[src/rtl/mmio_bridge.sv]
// Splits core data-memory accesses between data memory and an MMIO register window (cycle counter, GPIO, console TX FIFO).
// Reads return one cycle after the access from either target; the TX FIFO drains on TxValid & TxReady and drops pushes when full.
module mmio_bridge #(
  parameter int          BIT_COUNT     = 32,
  parameter logic [31:0] MMIO_BASE     = 32'hFFFF_F000,
  parameter int          TX_FIFO_DEPTH = 8
) (
  input  logic                   clk,
  input  logic                   reset,
  input  logic                   MemEn,
  input  logic                   MemWriteEn,
  input  logic [BIT_COUNT/8-1:0] MemByteEn,
  input  logic [BIT_COUNT-1:0]   MemAdr,
  input  logic [BIT_COUNT-1:0]   MemWriteData,
  output logic [BIT_COUNT-1:0]   MemReadData,
  output logic                   DMemEn,
  output logic                   DMemWriteEn,
  output logic [BIT_COUNT/8-1:0] DMemByteEn,
  output logic [BIT_COUNT-1:0]   DMemAdr,
  output logic [BIT_COUNT-1:0]   DMemWriteData,
  input  logic [BIT_COUNT-1:0]   DMemReadData,
  output logic [BIT_COUNT-1:0]   GpioOut,
  output logic                   TxValid,
  output logic [7:0]             TxData,
  input  logic                   TxReady
);
  localparam int NB = BIT_COUNT / 8;
  localparam int SH = $clog2(NB);
  localparam int AW = $clog2(TX_FIFO_DEPTH);
  localparam int CW = AW + 1;
  localparam logic [BIT_COUNT-1:0] BASE = BIT_COUNT'(MMIO_BASE);

  logic                 sel, acc, sel_q;
  logic [11:0]          idx;
  logic [BIT_COUNT-1:0] cycle_cnt, rdata, prd_q;
  logic [7:0]           mem [TX_FIFO_DEPTH];
  logic [AW-1:0]        wr_ptr, rd_ptr;
  logic [CW-1:0]        count;
  logic                 overflow, full, empty;
  logic                 push_req, push_ok, pop, ovf_clr;

  assign sel = MemEn & (MemAdr[BIT_COUNT-1:12] == BASE[BIT_COUNT-1:12]);
  assign acc = sel & ~reset;
  assign idx = 12'(MemAdr[11:0] >> SH);

  assign DMemEn        = MemEn & ~sel;
  assign DMemWriteEn   = MemWriteEn;
  assign DMemByteEn    = MemByteEn;
  assign DMemAdr       = MemAdr;
  assign DMemWriteData = MemWriteData;

  assign full     = (count == CW'(TX_FIFO_DEPTH));
  assign empty    = (count == '0);
  assign TxValid  = ~empty;
  assign TxData   = TxValid ? mem[rd_ptr] : 8'h00;
  assign pop      = TxValid & TxReady;
  assign push_req = acc & MemWriteEn & (idx == 12'd2) & MemByteEn[0];
  // A full FIFO still accepts a push when the head leaves in the same cycle.
  assign push_ok  = push_req & (~full | pop);
  assign ovf_clr  = acc & MemWriteEn & (idx == 12'd3) & MemByteEn[0] & MemWriteData[2];

  always_comb begin
    rdata = '0;
    case (idx)
      12'd0: rdata = cycle_cnt;
      12'd1: rdata = GpioOut;
      12'd3: begin
        rdata[0]    = full;
        rdata[1]    = empty;
        rdata[2]    = overflow;
        rdata[15:8] = 8'(count);
      end
      default: rdata = '0;
    endcase
  end

  always_ff @(posedge clk) begin
    if (reset) begin
      cycle_cnt <= '0;
      GpioOut   <= '0;
      wr_ptr    <= '0;
      rd_ptr    <= '0;
      count     <= '0;
      overflow  <= 1'b0;
      sel_q     <= 1'b0;
      prd_q     <= '0;
    end else begin
      cycle_cnt <= cycle_cnt + 1'b1;
      sel_q     <= sel;
      prd_q     <= (acc & ~MemWriteEn) ? rdata : '0;
      if (acc & MemWriteEn & (idx == 12'd1)) begin
        for (int b = 0; b < NB; b++) begin
          if (MemByteEn[b]) GpioOut[8*b +: 8] <= MemWriteData[8*b +: 8];
        end
      end
      if (push_ok) wr_ptr <= wr_ptr + 1'b1;
      if (pop)     rd_ptr <= rd_ptr + 1'b1;
      count <= count + CW'(push_ok) - CW'(pop);
      // Set beats clear when both land in the same cycle.
      if (push_req & full & ~pop) overflow <= 1'b1;
      else if (ovf_clr)           overflow <= 1'b0;
    end
  end

  always_ff @(posedge clk) begin
    if (push_ok) mem[wr_ptr] <= MemWriteData[7:0];
  end

  assign MemReadData = sel_q ? prd_q : DMemReadData;
endmodule

[config.mk]
export PLATFORM = sky130hd
export DESIGN_NAME = mmio_bridge
export DESIGN_NICKNAME = d
export VERILOG_FILES = /design/src/rtl/mmio_bridge.sv
export SDC_FILE = /design/constraint.sdc
export NUM_CORES = 1
export LEC_CHECK = 0
export ABC_CLOCK_PERIOD_IN_PS = 4220
export CORE_MARGIN = 2
export CORE_UTILIZATION = 49
export CTS_BUF_LIST = sky130_fd_sc_hd__clkbuf_4
export CTS_CLUSTER_SIZE = 24
export DETAILED_ROUTE_END_ITERATION = 12
export PLACE_DENSITY = 0.82
export SLEW_MARGIN = 20
export SYNTH_ARGS = -nofsm -noshare
export SYNTH_HDL_FRONTEND = slang
export SYNTH_SLANG_ARGS = --single-unit
[constraint.sdc]
create_clock -name clk -period 4.22 [get_ports clk]
set_input_delay 0.844 -clock clk [delete_from_list [all_inputs] [get_ports clk]]
set_output_delay 0.844 -clock clk [all_outputs]
set_load 0.005 [all_outputs]
==> qor.csv, run 1 <==
metric,value,unit
critical_path.max_stage_delay,0.53,ns
fin_crit,3.57,ns
hold_buffers,0,
cts_resized,0,
cp-start-kind,input pin,
dieArea,0.0182,mm^2
final_max_slew_viol_count,0,
finalCritPeriodShare,0.846,
io_pins,248,
ant_nets,0,
regArea,0.00414,mm^2
cp_common_cell,clkdlybuf4s50_1,
critical_path_arrival,2.72,ns
synth-async-reset-ratio,0,
area_growth,28.6,%
vdd_drop_max,0.221,mV
hpwl,16900,um
wl_per_cell,19.5,um
timing.rr.start,count[2],
clk_path_buf_depth,2,
grt_pass1_vias,6711,
rsz0062_at_grt,false,
synth-seq-area-share,0.493,
cp_max_fo,4,
nNetsFinal,1054,
setup_tns,0,ns
finalSetupViolCount,0,
ctsHtreeMaxLevel,4,
initial_core_util,0.503,
dr.pass1.iters,6,
status,completed,
dr.first_iter.drc_count,729,
worstSetupPathType,in -> out,
crit_start,MemAdr[26],
skew,0.0165,ns
grt_usage,0.253,
gr-total-overflow,0,
antenna_found_initial,1,
hold_class,reg -> reg,
clk_pin_slew,0.13,ns
ys_types,48,
syn_inst,778,
final_cell_mix,"242 x clkdlybuf4s50_1, 111 x dfxtp_1, 70 x nor2_1",
syn-num-nets,893,
grt_pass1_wl,35800,um
netlist_area,0.00840,mm^2
drc_errors,0,
finish.utilization,0.647,
avgViaCountPerCell,5.90,
multi_input_area,0.00348,mm^2
drive_gt1_frac,0.135,
yosysTopAreaCell,dfxtp_1,
worstPathCellList,"clkdlybuf4s50_1, nand4_1, or3_1, o31a_1, clkdlybuf4s50_1",
gp_congestion,0.853,
r2r_slack,1.17,ns
die_w,135,um
core-area,0.0167,mm^2
slew_headroom,0.384,
rows,47,
worstSkewPairLatency,0.57,ns
layout_commonest_cell,clkdlybuf4s50_1,
worstMarginPinSlew,0.924,ns
whs,0.470,ns
cts_setup_buffers,0,
cpMaxStageDelayCell,clkdlybuf4s50_1,
crit_end,DMemEn,
drv_cap,0,
clock-sinks,175,
yosysTopAreaCellShare,0.264,
worst_r2r_endpoint,count[2],
syn_avg_cell_area,10.8,um^2
vias,6917,
synth-edff-count,64,
crit_required,3.38,ns
ys_top_cells_by_area,"dfxtp_1 26%, edfxtp_1 23%, buf_4 6.2%",
fmax,0.280,GHz
power.density,331,mW/mm^2
fillers,1310,
hold_violations,0,
grt_max_degree,81,
cts-root-buf,clkbuf_4,
synth_seq_cells,175,
io_buffers,243,
yosysWarnings,0,
tritoncts,done,
wl,22900,um
worst_r2r_path_depth,13,
synth_flop_cell,dfxtp_1,
chipHeight,135,um
cellLeakagePower,3.51,nW
numCtsBuffers,17,
worstSetupEndpointType,output port,
per-layer routing:
metal / vias up / global-route usage / wire length (um)
met1: 3295 / 0.337 / 9070
met5: - / 0 / 0
li1: 3201 / - / -
met3: 38 / 0.0544 / 2180
met2: 383 / 0.418 / 11200
met4: 0 / 0.0729 / 475
power breakdown:
| part | total (mW) | switching (mW) | internal, mW |
|---|---|---|---|
| Combinational | 0.853 | 0.349 | 0.504 |
| Clock | 0.888 | 0.550 | 0.338 |
| Sequential | 1.84 | 0.0550 | 1.78 |
metrics by stage:
step | cell area [um^2] | cells | power [mW] | setup slack, ns
final | 10800 | 1172 | 3.58 | 0.652
after global routing | 10800 | 1172 | 3.72 | 0.565
after CTS | 10800 | 1171 | 3.59 | 0.644
after detailed placement | 10600 | 1140 | 2.72 | 0.400
after global placement | 10600 | 1140 | 2.71 | 0.500
after floorplan | 8400 | 778 | 2.32 | 0.918
cells in the mapped netlist (9+ instances only):
master,number
dfxtp_1,111
nor2_1,70
buf_4,69
edfxtp_1,64
nand4_1,60
a21oi_1,45
mux2_2,45
clkbuf_1,43
o31ai_1,42
a22oi_1,32
mux4_2,16
nand3_1,15
xor2_1,14
inv_1,12
nor4_1,11
nand2_1,10
nor2b_1,10
ha_1,9
mux2i_1,9
or4_1,9
critical path, delay by kind of cell:
kind                   cells  cell delay, ns
buffers and inverters      2            0.98
AND/OR/NAND/NOR            2            0.58
AO/OA/AOI/OAI              1            0.32
logic make-up after synthesis:
logic type	count (synthesis)	share of synthesized area
simple gates	235	0.157
xor+xnor	17	0.0177
mux	70	0.114
buf+inv	138	0.0965
flops	175	0.493
compound gates	133	0.106
fa+ha+maj	10	0.0158
final cells by class:
type | instances | area share
sequential | 175 | 0.383
multi-input combinational | 465 | 0.322
clock buffer | 17 | 0.0118
timing repair buffer | 268 | 0.242
antenna | 1 | 0.000232
clock inverter | 14 | 0.0113
tap | 220 | 0.0255
inverter | 12 | 0.00417
flip-flops by register name, summed over array words and instances (netlist names), named ones only:
name       flops
mem           64
GpioOut       32
cycle_cnt     32
prd_q         32
count          4
rd_ptr         3
wr_ptr         3
overflow       1
sel_q          1
how the worst min path moves through the flow:
stage | start | endpoint | slack [ns] | cells after the start
2_1_floorplan | cycle_cnt[0] | cycle_cnt[0] | 0.43 | 1
3_3_place_gp | cycle_cnt[0] | cycle_cnt[0] | 0.44 | 1
3_5_place_dp | cycle_cnt[0] | cycle_cnt[0] | 0.44 | 1
4_1_cts | cycle_cnt[0] | cycle_cnt[0] | 0.47 | 1
5_1_grt | cycle_cnt[0] | cycle_cnt[0] | 0.49 | 1
6_report | cycle_cnt[0] | cycle_cnt[0] | 0.47 | 1
(Power assumes the default switching activity.)
==> run 2, diff against run 1 <==
- ABC_CLOCK_PERIOD_IN_PS: 4220 -> 3300
- clock period: 4.22 -> 3.3 ns (I/O delays scaled with it)
==> qor.csv, run 2 (synthesis results as in run 1) <==
metric,value,unit
status,completed,
p_switching,1.24,mW
chipHeight,135,um
whs,0.484,ns
cts-root-buf,clkbuf_4,
dieArea,0.0182,mm^2
placed_area,0.0107,mm^2
final_cell_mix,"242 x clkdlybuf4s50_1, 111 x dfxtp_1, 70 x nor2_1",
hold_class,reg -> reg,
numCtsBuffers,17,
avgViaCountPerCell,5.90,
power.density,440,mW/mm^2
critical_path_arrival,2.50,ns
vdd_drop_max,0.233,mV
io_pins,248,
area_growth,31.4,%
critPathTopFamily,buffers and inverters,
use_met3,0.0803,
die_w,135,um
tritoncts,done,
skew,0.0200,ns
vias,7017,
rsz0062_at_grt,false,
worstPathCellList,"clkdlybuf4s50_1, nand4_1, or3_1, o31a_1, clkdlybuf4s50_1",
cp.depth,5,
worstSetupPathType,in -> out,
crit_required,2.64,ns
hold_violations,0,
clk_pin_slew,0.13,ns
fin_crit,3.16,ns
grt_pass1_vias,6829,
slew_headroom,0.418,
gr-total-overflow,0,
grt_usage,0.258,
worstMarginPinSlew,0.873,ns
critical_path.max_stage_delay,0.52,ns
p_int,3.62,mW
finalCritPeriodShare,0.959,
worst_r2r_path_depth,12,
ctsHtreeMaxLevel,4,
gp_congestion,0.849,
ant_nets,0,
cp_common_cell,clkdlybuf4s50_1,
top_register,mem,
initial_core_util,0.503,
cpMaxStageDelayCell,clkdlybuf4s50_1,
cp-start-kind,input pin,
drv_cap,0,
hold_depth,1,
grt_pass1_wl,36200,um
final_max_slew_viol_count,0,
finish.utilization,0.661,
cp_max_fo,4,
dr.pass1.iters,5,
wl_per_cell,19.6,um
combPwrFrac,0.235,
clkPwrFrac,0.285,
io_buffers,243,
core-area,0.0167,mm^2
worstSkewPairLatency,0.56,ns
finalSetupViolCount,0,
worstSetupEndpointType,output port,
dpl.cell_count,1157,
layout_commonest_cell,clkdlybuf4s50_1,
grt_util_met1,0.333,
hpwl,17000,um
fin_total_pwr,4.86,mW
met2_usage,0.417,
drc_errors,0,
drive_gt1_frac,0.151,
switching_share,0.255,
instances_no_fill,1189,
clock-sinks,175,
grt_max_degree,83,
rows,47,
fmax,0.316,GHz
seqPwrFrac,0.480,
largest_reg_flops,64,
wl,23300,um
dr.first_iter.drc_count,595,
clk_path_buf_depth,2,
fin_area,0.0110,mm^2
antenna_found_initial,1,
grt_busiest_layer,met2,
nNetsFinal,1071,
path_buf_inv,2,
cellLeakagePower,3.63,nW
[run 2: cell types whose count changed in the layout (fill, tap and decap cells not counted)]
cell        before  now
buf_4           25   40
nor3b_4          0    1
clkinv_1         1    0
clkinvlp_4       1    0
clkbuf_4        17   18
inv_6            1    0
buf_12           0    1
clkinv_4         0    2
nor3b_2          1    0
inv_2            3    1
bufinv_16        2    5
inv_4            1    0
buf_6            0    1
[run 2: power groups by stage]
stage | Sequential, mW | Combinational (mW) | Clock, mW
after global routing | 2.34 | 1.24 | 1.49
after detailed placement | 2.38 | 1.13 | 0
final | 2.33 | 1.14 | 1.39
after floorplan | 2.35 | 0.612 | 0
after CTS | 2.33 | 1.14 | 1.40
after global placement | 2.37 | 1.10 | 0
[run 2: path summary, 6_finish.rpt]
| path | from | end | slack, ns |
|---|---|---|---|
| setup / recovery | MemAdr[24] | DMemEn | 0.14 |
| hold / removal | cycle_cnt[0] | cycle_cnt[0] | 0.48 |
| setup reg to reg | count[2] | count[2] | 0.31 |
| hold reg to reg | cycle_cnt[0] | cycle_cnt[0] | 0.48 |
[run 2: repair_timing]
item | in CTS | in global routing
hold buffers | 0 | 0
gates resized for setup | 1 | 1
setup buffers | 0 | 0
setup endpoints to repair | 2 | 3
pin swaps | 0 | 0
[run 2: layer usage]
layer,routed length [um],share of wire
met1,9250,0.40
met2,11400,0.49
met3,2140,0.092
met4,515,0.022
met5,0,0
[run 2: layout make-up]
class	instances	area (um^2)
clock buffers	18	135
multi-input cells	465	3480
repair buffers	285	2760
clock inverters	13	196
well taps	220	275
inverters	12	45.0
flip-flops and latches	175	4140
diodes	1	2.50
fillers	1302	5660
[run 2: metrics by stage]
stage	TNS, ns	worst slack [ns]
floorplan	0	0.182
global placement	-0.384	-0.178
detailed placement	-1.79	-0.218
CTS	0	0.0507
global route	0	0.0202
finish	0	0.137
